--- config.mk ---
export PLATFORM = sky130hd
export DESIGN_NAME = program_sequencer_flat
export DESIGN_NICKNAME = d
export VERILOG_FILES = /design/src/rtl/program_sequencer_if.sv /design/src/rtl/program_sequencer.sv /design/src/flat_wrapper.sv
export SDC_FILE = /design/constraint.sdc
export NUM_CORES = 1
export LEC_CHECK = 0
export CORE_ASPECT_RATIO = 0.9
export CORE_MARGIN = 2
export CORE_UTILIZATION = 46
export DETAILED_ROUTE_END_ITERATION = 7
export PLACE_DENSITY = 0.79
export SYNTH_ARGS = -nofsm -noshare
export SYNTH_HDL_FRONTEND = slang
export SYNTH_SLANG_ARGS = --single-unit
--- constraint.sdc ---
create_clock -name clk -period 2.4 [get_ports clk]
set_input_delay 0.48 -clock clk [delete_from_list [all_inputs] [get_ports clk]]
set_output_delay 0.48 -clock clk [all_outputs]
set_load 0.05 [all_outputs]
--- src/rtl/program_sequencer_if.sv ---
// Harness-facing bundle for the program sequencer: start/done handshake,
// current-instruction decode inputs from the ROM/LUT/control unit, and status.
interface program_sequencer_if #(
    parameter int PC_W  = 10,
    parameter int CNT_W = 16
);
    logic             start;
    logic [8:0]       instr;
    logic             mem_read;
    logic             branch_en;
    logic [PC_W-1:0]  branch_target;
    logic [PC_W-1:0]  pc;
    logic             commit_en;
    logic             busy;
    logic             done;
    logic [CNT_W-1:0] cycle_count;

    modport master (
        output start, instr, mem_read, branch_en, branch_target,
        input  pc, commit_en, busy, done, cycle_count
    );

    modport slave (
        input  start, instr, mem_read, branch_en, branch_target,
        output pc, commit_en, busy, done, cycle_count
    );
endinterface

--- src/rtl/program_sequencer.sv ---
// Execution controller for the 9-bit core: owns the PC, the start/done handshake,
// the one-cycle load stall and the run cycle counter.
module program_sequencer #(
    parameter int         PC_W    = 10,
    parameter int         CNT_W   = 16,
    parameter logic [8:0] HALT_OP = 9'h07F
) (
    input  logic clk,
    input  logic reset,
    program_sequencer_if.slave bus
);

    typedef enum logic [1:0] {
        IDLE,
        RUN,
        WAIT,
        DONE
    } state_t;

    state_t           state, state_nxt;
    logic [PC_W-1:0]  pc_q, pc_nxt;
    logic             done_q, done_nxt;
    logic [CNT_W-1:0] cnt_q, cnt_nxt;
    logic             is_halt;
    logic             in_run;
    logic             commit;

    assign is_halt = (bus.instr == HALT_OP);
    assign in_run  = (state == RUN) || (state == WAIT);

    always_ff @(posedge clk) begin
        if (reset) begin
            state  <= IDLE;
            pc_q   <= '0;
            done_q <= 1'b0;
            cnt_q  <= '0;
        end else begin
            state  <= state_nxt;
            pc_q   <= pc_nxt;
            done_q <= done_nxt;
            cnt_q  <= cnt_nxt;
        end
    end

    // The counter covers every RUN/WAIT cycle, including the HALT cycle, and
    // sticks at all-ones rather than wrapping.
    always_comb begin
        state_nxt = state;
        pc_nxt    = pc_q;
        done_nxt  = done_q;
        cnt_nxt   = cnt_q;
        commit    = 1'b0;

        if (in_run && !(&cnt_q)) begin
            cnt_nxt = cnt_q + 1'b1;
        end

        case (state)
            IDLE, DONE: begin
                if (bus.start) begin
                    state_nxt = RUN;
                    pc_nxt    = '0;
                    cnt_nxt   = '0;
                    done_nxt  = 1'b0;
                end
            end
            RUN: begin
                if (is_halt) begin
                    state_nxt = DONE;
                    done_nxt  = 1'b1;
                end else if (bus.mem_read) begin
                    state_nxt = WAIT;
                end else begin
                    commit = 1'b1;
                    if (bus.branch_en) begin
                        pc_nxt = bus.branch_target;
                    end else begin
                        pc_nxt = pc_q + 1'b1;
                    end
                end
            end
            WAIT: begin
                commit    = 1'b1;
                pc_nxt    = pc_q + 1'b1;
                state_nxt = RUN;
            end
            default: begin
                state_nxt = IDLE;
            end
        endcase
    end

    assign bus.pc          = pc_q;
    assign bus.commit_en   = commit;
    assign bus.busy        = in_run;
    assign bus.done        = done_q;
    assign bus.cycle_count = cnt_q;

endmodule
--- src/flat_wrapper.sv ---
// flat-port wrapper written by rule: the top's interface ports become plain ports
module program_sequencer_flat 
#(
    parameter int         PC_W    = 10,
    parameter int         CNT_W   = 16,
    parameter logic [8:0] HALT_OP = 9'h07F
)
  (clk, reset, bus_start, bus_instr, bus_mem_read, bus_branch_en, bus_branch_target, bus_pc, bus_commit_en, bus_busy, bus_done, bus_cycle_count);
  program_sequencer_if #(.PC_W(PC_W), .CNT_W(CNT_W)) bus_i ();
  input  logic clk;
  input  logic reset;
  input wire logic [$bits(bus_i.start)-1:0] bus_start;
  input wire logic [$bits(bus_i.instr)-1:0] bus_instr;
  input wire logic [$bits(bus_i.mem_read)-1:0] bus_mem_read;
  input wire logic [$bits(bus_i.branch_en)-1:0] bus_branch_en;
  input wire logic [$bits(bus_i.branch_target)-1:0] bus_branch_target;
  output wire logic [$bits(bus_i.pc)-1:0] bus_pc;
  output wire logic [$bits(bus_i.commit_en)-1:0] bus_commit_en;
  output wire logic [$bits(bus_i.busy)-1:0] bus_busy;
  output wire logic [$bits(bus_i.done)-1:0] bus_done;
  output wire logic [$bits(bus_i.cycle_count)-1:0] bus_cycle_count;
  assign bus_i.start = bus_start;
  assign bus_i.instr = bus_instr;
  assign bus_i.mem_read = bus_mem_read;
  assign bus_i.branch_en = bus_branch_en;
  assign bus_i.branch_target = bus_branch_target;
  assign bus_pc = bus_i.pc;
  assign bus_commit_en = bus_i.commit_en;
  assign bus_busy = bus_i.busy;
  assign bus_done = bus_i.done;
  assign bus_cycle_count = bus_i.cycle_count;
  program_sequencer #(.PC_W(PC_W), .CNT_W(CNT_W), .HALT_OP(HALT_OP)) u_core (.clk(clk), .reset(reset), .bus(bus_i));
endmodule
==> reports/qor.log, run 1 <==
[worst_setup_path] highest net fanout along the worst path 4
[timing] worst max-slew margin expressed relative to the limit 0.577
[final_layout] commonest non-fill, non-tap cell in the layout clkdlybuf4s50_1
[detailed_routing] residual DRC count 0
[die] area enclosed by the die boundary 0.00413 mm2
[synth] fraction of the yosys area taken by sequential cells 0.348
[detailed_routing] Pre-Repair DR Iteration Count 4
[clock_tree] number of buffers between clock root and the deepest sink 2
[detailed_routing] DR vias/cell 5.55
[clock_tree] root buffer cell clkbuf_8
[timing] Least-Margin Pin Slew 0.634 ns
[detailed_routing] total via count after detailed routing 1722
[clock_tree] hold-fix buffer count after cts 0
[timing] Min Clock Period, post-route 2.30 ns
[clock_tree] number of levels the H-tree was split into 2
[timing] Max Slew Vio Count 0
[clock_tree] Setup Fix Bufs, Post-CTS 0
[timing] maximum operating frequency 434 MHz
[worst_setup_path] capture point of the critical path bus_commit_en
[worst_setup_path] category of the worst setup path launch point input port
[pwr] Max rail drop VDD 351 uV
[global_routing] initial antenna violation count 0
[timing] Final Hold Violating Endpoints 0
[die] initial core utilization 0.487
[die] Std-Cell Core Area 0.00343 mm2
[detailed_routing] routed wirelength normalized by instance count 13.6 um
[worst_setup_path] critical path startpoint bus_instr[7]
[final_layout] area growth from synthesis to layout 40.2%
[placed_design] RD Place Congestion 0.873
[synth] netlist area before placement 0.00167 mm2
[synth] warning count from the yosys run 0
[die] floorplan die height 61.1 um
[final_layout] most used cells in the layout excluding fill and tap cells clkdlybuf4s50_1 (50), dfxtp_1 (29), nor2_1 (23)
[timing] final-layout setup total negative slack 0 ns
[global_routing] first-pass GRT wire length 6860 um
[worst_setup_path] WP data arrival 1.82 ns
[final_layout] fraction of layout instances using a drive strength above 1 0.0827
[global_routing] GR Overflow Total 0
[timing] setup violators final 0
[global_routing] GRT Overall Usage 0.218
[worst_setup_path] end of the worst register-to-register path u_core.bus.cycle_count[14]$_SDFF_PP0_
[synth] flops & latches, synth 29
[hold_path] Hold Path Depth 2
[clock_tree] Worst-Skew Late Latency 0.27 ns
[clock_tree] cts repair resizes 0
[clock_tree] clock slew seen by the registers of the worst setup and hold paths 0.06 ns
[worst_setup_path] critical path start-end classification in2out
[synth] Synth Net Count 237
[placed_design] port buffer count 52
[worst_setup_path] Crit path required time 1.92 ns
[pwr] P_leak 0.804 nW
[pwr] power density over cell area 526 mW/mm2
[worst_setup_path] Worst R2R Start u_core.state[0]$_SDFFE_PP0P_
[worst_setup_path] Worst Setup End Kind primary output
[final_layout] number of standard cells in the layout, taps in and fillers out 310
[synth] average cell area after synthesis 7.99 um2
[final_layout] final net count 293
[detailed_routing] number of DRC violations after detailed-routing iteration 0 78
[global_routing] pin count of the biggest net entering global routing 17
[worst_setup_path] setup slack on the worst flop-to-flop path 0.37 ns
[global_routing] vias in the first global route 1535
[final_layout] antenna fix cells 0
[detailed_routing] total routed wirelength 4220 um
[die] Top-Level Pins 53
[placed_design] detailed-placement wirelength estimate 3140 um
[die] Die Span X 67.5 um
[synth] Unique masters post-synth 42
[clock_tree] TritonCTS Buffers 5
[synth] gate count after technology mapping 209
[timing] final worst path period share 0.959
[detailed_routing] number of nets with antenna violations after routing 0
[clock_tree] TritonCTS clock tree built
[die] number of rows in the core area 20
[worst_setup_path] Reg2Reg Depth 7
[outcome] status finished, final reports clean
[clock_tree] number of clock sinks 29
[timing] worst clock skew on the final layout 0.00554 ns
[placed_design] Placed Cells incl. Taps 302
[run] Max Cap Violations 0
[hold_path] path class of the lowest-slack min-delay path reg2reg
worst min path at each step:
| stage | start | endpoint | slack [ns] |
|---|---|---|---|
| after floorplan | u_core.state[0]$_SDFFE_PP0P_ | u_core.state[0]$_SDFFE_PP0P_ | 0.45 |
| after global placement | u_core.state[0]$_SDFFE_PP0P_ | u_core.state[0]$_SDFFE_PP0P_ | 0.47 |
| after detailed placement | u_core.state[0]$_SDFFE_PP0P_ | u_core.state[0]$_SDFFE_PP0P_ | 0.48 |
| after CTS | u_core.state[0]$_SDFFE_PP0P_ | u_core.state[0]$_SDFFE_PP0P_ | 0.48 |
| after global routing | u_core.state[0]$_SDFFE_PP0P_ | u_core.state[0]$_SDFFE_PP0P_ | 0.50 |
| final | u_core.state[0]$_SDFFE_PP0P_ | u_core.state[0]$_SDFFE_PP0P_ | 0.48 |
worst max-delay path: stages:
cell and delay [ns]:
clkdlybuf4s50_1 0.44, and4b_1 0.19, and3_1 0.21, nor3_2 0.12, nor2_1 0.07, nor2_2 0.16, buf_12 0.15
stage by stage:
step / cell area, um2 / power [mW] / hold WS [ns] / util / setup slack [ns]
2_1_floorplan: 1670 / 0.725 / 0.449 / - / 0.240
3_3_place_gp: 2250 / 0.846 / 0.467 / 0.656 / 0.0895
3_5_place_dp: 2250 / 0.850 / 0.475 / 0.656 / 0.0546
4_1_cts: 2330 / 1.23 / 0.485 / 0.680 / 0.0547
5_1_grt: 2340 / 1.29 / 0.504 / 0.682 / -0.00620
6_report: 2340 / 1.23 / 0.482 / 0.682 / 0.0980
cell usage after synthesis (all sizes together):
master,n,area (um2)
nor3,9,50.1
nand3,9,45.0
nor2b,4,25.0
xor2,8,70.1
mux2i,2,20.0
o41ai,1,8.76
a21oi,13,65.1
a221oi,1,8.76
a311oi,1,8.76
nor3b,1,7.51
a32oi,4,35.0
nand4,7,43.8
nand3b,2,15.0
and4,3,26.3
o21ai,11,55.1
xnor2,10,87.6
or3,1,7.51
a2bb2oi,2,17.5
clkbuf,4,15.0
nand2b,3,18.8
nor2,25,96.4
mux2,1,11.3
ha,4,50.1
or4,2,18.8
and3,5,32.5
and2,4,25.0
a22oi,2,15.0
inv,8,30.0
a211oi,5,37.5
a21o,2,15.0
nand2,18,67.6
and4b,1,10.0
dfxtp,29,581
buf,4,25.0
o2111ai,1,8.76
o31ai,2,15.0
sequential cells by signal (all words and copies together), names as in the netlist:
name                    cells
u_core.state                2
u_core.bus.done             1
u_core.bus.cycle_count     16
u_core.bus.pc              10
per-layer routing:
layer	wire [um]	up-vias	part of all wire	global-route usage
li1	-	865	-	-
met1	2020	802	0.48	0.301
met2	1940	51	0.46	0.333
met3	212	4	0.050	0.0439
met4	40	0	0.0095	0.0875
met5	0	-	0	0
power by group:
group / leakage, nW / total, mW / internal, mW / switching [mW]
sequential: 0.234 / 0.513 / 0.496 / 0.0166
clock: 0.0450 / 0.383 / 0.200 / 0.182
combinational: 0.525 / 0.335 / 0.133 / 0.202
total: 0.804 / 1.23 / 0.830 / 0.401
cell families after synthesis:
family / Yosys count / share of synthesized area
flip-flops: 29 / 0.348
AO/OA/AOI/OAI: 45 / 0.174
buffers and inverters: 16 / 0.0420
AND/OR/NAND/NOR: 94 / 0.293
XOR/XNOR: 18 / 0.0945
multiplexers: 3 / 0.0187
adder cells (fa/ha/maj): 4 / 0.0300
cell type report:
cell class	count	area [um2]
inverters	8	30.0
multi-input cells	164	1030
clock inverters	2	10.0
fillers	302	1090
flip-flops and latches	29	581
well taps	44	55.1
clock buffers	6	72.6
repair buffers	57	566
No activity file was read; power rests on OpenSTA's default activity.
==> run 2, diff against run 1 <==
clock period = 2.59 ns   (was 2.4 ns; I/O delays follow)
==> run 2 against run 1 <==
Compared with the run above:
- sequential cell count unchanged
- die area unchanged
- first-iteration DRC count increased by 140%
- combinational power decreased by 10%
- global-route usage increased by 0.073 points
- final area decreased by 0.96%
- clock power decreased by 6.3%
- sequential share of layout area increased by 0.24 points
- critical path depth unchanged
- count of clock-buffer cells in the layout unchanged
- largest power group unchanged
==> reports/qor.log, run 2 (synthesized netlist as in run 1, its figures left out) <==
[outcome] status finished, final reports clean
[timing] worst max-slew margin expressed relative to the limit 0.584 [+0.00653]
[pwr] Max rail drop VDD 313 uV [-11%]
[worst_setup_path] highest net fanout along the worst path 4 [unchanged]
[die] number of rows in the core area 20 [unchanged]
[clock_tree] cts repair resizes 0 [unchanged]
[clock_tree] Setup Fix Bufs, Post-CTS 0 [unchanged]
[final_layout] fraction of layout instances using a drive strength above 1 0.0682 [-0.0145]
[timing] Least-Margin Pin Slew 0.624 ns [-0.00979 ns]
[hold_path] Hold Path Depth 2 [unchanged]
[detailed_routing] routed wirelength normalized by instance count 13.4 um [-1.5%]
[hold_path] critical hold path startpoint u_core.state[0]$_SDFFE_PP0P_
[timing] unrepaired setup endpoints after global routing false
[worst_setup_path] setup slack on the worst flop-to-flop path 0.48 ns [+0.11 ns]
[clock_tree] hold-fix buffer count after cts 0 [unchanged]
[timing] Max Slew Vio Count 0 [unchanged]
[worst_setup_path] critical path startpoint bus_instr[7]
[die] Die Span X 67.5 um [unchanged]
[worst_setup_path] Worst R2R Start u_core.state[0]$_SDFFE_PP0P_
[final_layout] area occupied by registers 581 um2 [unchanged]
[detailed_routing] number of nets with antenna violations after routing 0 [unchanged]
[detailed_routing] Pre-Repair DR Iteration Count 4 [unchanged]
[detailed_routing] residual DRC count 0 [unchanged]
[worst_setup_path] Critical Path Most Common Cell nor2_1
[clock_tree] number of clock sinks 29 [unchanged]
[worst_setup_path] Reg2Reg Depth 7 [unchanged]
[timing] Final Hold Violating Endpoints 0 [unchanged]
[detailed_routing] DR vias/cell 5.64 [+1.5%]
[placed_design] port buffer count 52 [unchanged]
[die] area enclosed by the die boundary 0.00413 mm2 [unchanged]
[clock_tree] root buffer cell clkbuf_8
[hold_path] path class of the lowest-slack min-delay path reg2reg
[global_routing] pin count of the biggest net entering global routing 17 [unchanged]
[timing] maximum operating frequency 415 MHz
[final_layout] max FFs per register 16 [unchanged]
[detailed_routing] total via count after detailed routing 1736 [+0.81%]
[global_routing] first-pass GRT wire length 6940 um [+1.2%]
[clock_tree] clock slew seen by the registers of the worst setup and hold paths 0.06 ns [about the same]
[detailed_routing] number of DRC violations after detailed-routing iteration 0 185 [+140%]
[worst_setup_path] WP data arrival 1.89 ns [+0.07 ns]
[final_layout] count of filler cells inserted in the layout 294 [-2.6%]
[die] Top-Level Pins 53 [unchanged]
[worst_setup_path] cells traversed along the worst timing path clkdlybuf4s50_1, and4b_1, and3_1, nor3_1, nor2_1, nor2_1, buf_12
[clock_tree] number of levels the H-tree was split into 2 [unchanged]
[worst_setup_path] category of the worst setup path launch point input port
[hold_path] Hold EP u_core.state[0]$_SDFFE_PP0P_
[final_layout] antenna fix cells 0 [unchanged]
[final_layout] commonest non-fill, non-tap cell in the layout clkdlybuf4s50_1
[final_layout] final net count 291 [-0.68%]
[timing] final worst path period share 0.931
[placed_design] detailed-placement wirelength estimate 3090 um [-1.8%]
[pwr] power density over cell area 489 mW/mm2 [-6.9%]
[timing] worst clock skew on the final layout 0.00294 ns [-0.00260 ns]
[global_routing] GR Overflow Total 0 [unchanged]
[worst_setup_path] Crit path required time 2.07 ns [+0.15 ns]
[die] floorplan die height 61.1 um [unchanged]
[run] Max Cap Violations 0 [unchanged]
[worst_setup_path] library cell contributing the largest single delay on the critical path clkdlybuf4s50_1
[global_routing] initial antenna violation count 0 [unchanged]
[final_layout] area growth from synthesis to layout 38.8%
[clock_tree] Worst-Skew Late Latency 0.28 ns [about the same]
[global_routing] vias in the first global route 1547 [+0.78%]
[die] Std-Cell Core Area 0.00343 mm2 [unchanged]
[final_layout] Final Core Density 0.676 [-0.00657]
[clock_tree] TritonCTS Buffers 5 [unchanged]
[pwr] P_leak 0.794 nW [-1.3%]
[placed_design] RD Place Congestion 0.854 [-2.2%]
[timing] setup violators final 0 [unchanged]
[pwr] Power Total 1.13 mW [-7.8%]
[final_layout] most used cells in the layout excluding fill and tap cells clkdlybuf4s50_1 (50), dfxtp_1 (29), nor2_1 (24)
[worst_setup_path] Worst Setup End Kind primary output
[die] initial core utilization 0.487 [unchanged]
[worst_setup_path] end of the worst register-to-register path u_core.bus.cycle_count[15]$_SDFF_PP0_
[timing] Min Clock Period, post-route 2.41 ns
[clock_tree] number of buffers between clock root and the deepest sink 2 [unchanged]
[final_layout] total area of multi-input combinational cells 0.00102 mm2 [-0.73%]
[worst_setup_path] critical path start-end classification in2out
[global_routing] GRT Overall Usage 0.218 [+0.000729]
[timing] final-layout setup total negative slack 0 ns [unchanged]
[worst_setup_path] stage delay of the slowest cell on the critical path 0.44 ns [about the same]
[detailed_routing] total routed wirelength 4130 um [-2.1%]
[clock_tree] TritonCTS clock tree built
[run 2: cell count changes in the layout (fill, tap and decap cells not counted)]
cell	change
buf_4	-2
nor2_1	+1
nor2_2	-1
nor3_1	+1
nor3_2	-1
[run 2: how the worst max path moves through the flow]
stage,to,depth (start not counted)
final,bus_commit_en,7
after floorplan,bus_commit_en,5
after detailed placement,bus_commit_en,7
after global routing,bus_commit_en,7
after global placement,bus_commit_en,7
after CTS,bus_commit_en,7
[run 2: metal layers]
metal / global-route usage / share of wire / routed length, um / up-vias
met1: 0.293 / 0.47 / 1920 / 815
li1: - / - / - / 861
met4: 0.0700 / 0.012 / 51 / 0
met2: 0.356 / 0.46 / 1900 / 53
met3: 0.0439 / 0.063 / 258 / 7
met5: 0 / 0 / 0 / -
[run 2: critical path, delay by kind of cell]
family	cells	cell delay (ns)
AND/OR/NAND/NOR	5	0.76
buffers and inverters	2	0.61
[run 2: layout make-up]
class,instances,area share
flip-flops and latches,29,0.251
clock inverters,2,0.00432
inverters,8,0.0130
well taps,44,0.0238
multi-input cells,164,0.440
clock buffers,6,0.0313
repair buffers,55,0.238
[run 2: report_power, final]
| group | internal [mW] | switching, mW |
|---|---|---|
| Combinational | 0.119 | 0.182 |
| Sequential | 0.460 | 0.0146 |
| Clock | 0.186 | 0.173 |
| Total | 0.764 | 0.370 |
[run 2: per-stage QoR]
stage / cell area, um2 / instances / hold WS, ns / setup slack [ns]
floorplan: 1670 / 209 / 0.449 / 0.354
CTS: 2320 / 308 / 0.478 / 0.171
global placement: 2230 / 300 / 0.467 / 0.202
detailed placement: 2230 / 300 / 0.471 / 0.174
global route: 2320 / 308 / 0.507 / 0.0595
finish: 2320 / 308 / 0.484 / 0.179
==> run 3, diff against run 2 <==
CORE_MARGIN = not set   (was 2)
==> run 3 against run 2 <==
Compared with the run above:
- clock power grew 36%
- power grew 11%
- non-clock buffer count is 1 lower
- sequential cell count stayed put
- first-iteration DRC count down 42%
- global-route usage is 0.63 points higher
- count of clock-buffer cells in the layout is 1 higher
- sequential power about the same
- highest routed layer unchanged
- largest cell class unchanged
==> reports/qor.log, run 3 (synthesized netlist as in run 1, its figures left out) <==
[worst_setup_path] Worst R2R Start u_core.state[0]$_SDFFE_PP0P_
[clock_tree] TritonCTS Buffers 5 [unchanged]
[worst_setup_path] end of the worst register-to-register path u_core.bus.cycle_count[7]$_SDFF_PP0_
[global_routing] initial antenna violation count 0 [unchanged]
[detailed_routing] total routed wirelength 4110 um [-0.53%]
[clock_tree] number of levels the H-tree was split into 2 [unchanged]
[timing] worst max-slew margin expressed relative to the limit 0.547 [-0.0373]
[worst_setup_path] highest net fanout along the worst path 4 [unchanged]
[pwr] clock share of power 0.389 [+0.072]
[timing] maximum operating frequency 416 MHz [+0.34%]
[hold_path] Hold EP u_core.state[0]$_SDFFE_PP0P_
[final_layout] area growth from synthesis to layout 40.4%
[hold_path] Hold Path Depth 2 [unchanged]
[detailed_routing] number of DRC violations after detailed-routing iteration 0 108 [-42%]
[final_layout] Non-Filler Cell Area, Final 0.00234 mm2 [+1.1%]
[worst_setup_path] Reg2Reg Depth 7 [unchanged]
[clock_tree] cts repair resizes 0 [unchanged]
[placed_design] RD Place Congestion 0.849 [-0.54%]
[timing] Final Hold Violating Endpoints 0 [unchanged]
[hold_path] critical hold path startpoint u_core.state[0]$_SDFFE_PP0P_
[final_layout] most used cells in the layout excluding fill and tap cells clkdlybuf4s50_1 (50), dfxtp_1 (29), nor2_1 (24)
[die] area enclosed by the die boundary 0.00387 mm2 [-6.1%]
[worst_setup_path] setup slack on the worst flop-to-flop path 0.35 ns [-0.13 ns]
[placed_design] detailed-placement wirelength estimate 2970 um [-3.7%]
[pwr] Max rail drop VDD 388 uV [+24%]
[final_layout] antenna fix cells 0 [unchanged]
[pwr] design internal power 891 uW [+17%]
[die] Top-Level Pins 53 [unchanged]
[die] Die Span X 65.5 um [-3.0%]
[clock_tree] number of buffers between clock root and the deepest sink 2 [unchanged]
[outcome] status finished, final reports clean
[detailed_routing] residual DRC count 0 [unchanged]
[timing] worst clock skew on the final layout 0.00873 ns [+0.00579 ns]
[pwr] P_leak 0.803 nW [+1.1%]
[final_layout] max FFs per register 16 [unchanged]
[clock_tree] TritonCTS clock tree built
[global_routing] pin count of the biggest net entering global routing 17 [unchanged]
[placed_design] port buffer count 52 [unchanged]
[hold_path] path class of the lowest-slack min-delay path reg2reg
[pwr] combinational group share of total power 0.235 [-0.030]
[clock_tree] clock slew seen by the registers of the worst setup and hold paths 0.07 ns [about the same]
[final_layout] final net count 290 [-0.34%]
[detailed_routing] DR vias/cell 5.56 [-1.4%]
[clock_tree] Worst-Skew Late Latency 0.28 ns [about the same]
[detailed_routing] number of nets with antenna violations after routing 0 [unchanged]
[global_routing] GR Overflow Total 0 [unchanged]
[run] Max Cap Violations 0 [unchanged]
[worst_setup_path] Crit path required time 2.07 ns [about the same]
[pwr] fraction of power spent switching nets 0.294 [-0.0323]
[timing] Min Clock Period, post-route 2.40 ns [-0.00826 ns]
[final_layout] count of filler cells inserted in the layout 303 [+3.1%]
[global_routing] GRT Overall Usage 0.225 [+0.00627]
[timing] final-layout setup total negative slack 0 ns [unchanged]
[worst_setup_path] WP data arrival 1.88 ns [about the same]
[clock_tree] Setup Fix Bufs, Post-CTS 0 [unchanged]
[final_layout] commonest non-fill, non-tap cell in the layout clkdlybuf4s50_1
[worst_setup_path] critical path start-end classification in2out
[timing] Max Slew Vio Count 0 [unchanged]
[worst_setup_path] category of the worst setup path launch point input port
[pwr] Power Total 1.26 mW [+11%]
[pwr] power density over cell area 538 mW/mm2 [+10%]
[pwr] Reg power frac 0.376 [-0.042]
[timing] setup violators final 0 [unchanged]
[global_routing] first-pass GRT wire length 6680 um [-3.8%]
[detailed_routing] Pre-Repair DR Iteration Count 4 [unchanged]
[detailed_routing] total via count after detailed routing 1707 [-1.7%]
[clock_tree] root buffer cell clkbuf_8
[detailed_routing] routed wirelength normalized by instance count 13.4 um [-0.21%]
[die] floorplan die height 59.1 um [-3.3%]
[clock_tree] number of clock sinks 29 [unchanged]
[placed_design] instance area at placement 0.00223 mm2 [-0.34%]
[final_layout] fraction of layout instances using a drive strength above 1 0.0646 [-0.00354]
[die] number of rows in the core area 20 [unchanged]
[die] Std-Cell Core Area 0.00343 mm2 [unchanged]
[timing] Least-Margin Pin Slew 0.675 ns [+0.0508 ns]
[worst_setup_path] Worst Setup End Kind primary output
[die] initial core utilization 0.487 [unchanged]
[global_routing] vias in the first global route 1447 [-6.5%]
[timing] final worst path period share 0.928 [-0.00319]
[timing] unrepaired setup endpoints after global routing false
[pwr] Sw Pwr 370 uW [+0.18%]
[clock_tree] hold-fix buffer count after cts 0 [unchanged]
[run 3: cell count changes in the layout (fill, tap and decap cells not counted)]
cell / change
buf_4: -1
bufinv_16: +1
clkbuf_8: +1
clkinv_2: -2
[run 3: cell type report]
cell class              instances  area, um2  share of cell area
flip-flops and latches         29        581               0.248
clock inverters                 1       30.0              0.0128
multi-input cells             164       1020               0.435
inverters                       8       30.0              0.0128
clock buffers                   7       86.3              0.0368
repair buffers                 54        543               0.232
well taps                      44       55.1              0.0235
[run 3: stage by stage]
stage	instances	util	hold WS (ns)	setup WS, ns
after floorplan	209	-	0.449	0.354
after global placement	299	0.650	0.467	0.204
after detailed placement	299	0.650	0.472	0.178
after CTS	307	0.684	0.483	0.178
after global routing	307	0.684	0.505	0.103
final	307	0.684	0.480	0.187
[run 3: power groups by stage]
stage               logic [mW]  clock network, mW  registers [mW]
finish                   0.297              0.490           0.474
floorplan                0.159                  0           0.513
global route             0.321              0.512           0.476
detailed placement       0.293                  0           0.483
CTS                      0.295              0.495           0.474
global placement         0.293                  0           0.484
[run 3: routing by layer]
layer	vias to the layer above	global-route usage	routed length, um	part of all wire
li1	859	-	-	-
met1	796	0.311	2020	0.49
met2	47	0.345	1820	0.44
met3	5	0.0558	224	0.055
met4	0	0.0683	42	0.010
met5	-	0	0	0
[run 3: critical path: stages]
cell and delay (ns):
clkdlybuf4s50_1 0.44, and4b_1 0.19, and3_1 0.19, nor3_1 0.13, nor2_1 0.06, nor2_1 0.18
buf_12 0.17
[run 3: worst max-delay path by stage]
stage / start / to / slack, ns
4_1_cts: bus_instr[7] / bus_commit_en / 0.18
2_1_floorplan: bus_instr[3] / bus_commit_en / 0.35
6_report: bus_instr[7] / bus_commit_en / 0.19
3_5_place_dp: bus_instr[7] / bus_commit_en / 0.18
5_1_grt: bus_instr[7] / bus_commit_en / 0.10
3_3_place_gp: bus_instr[7] / bus_commit_en / 0.20
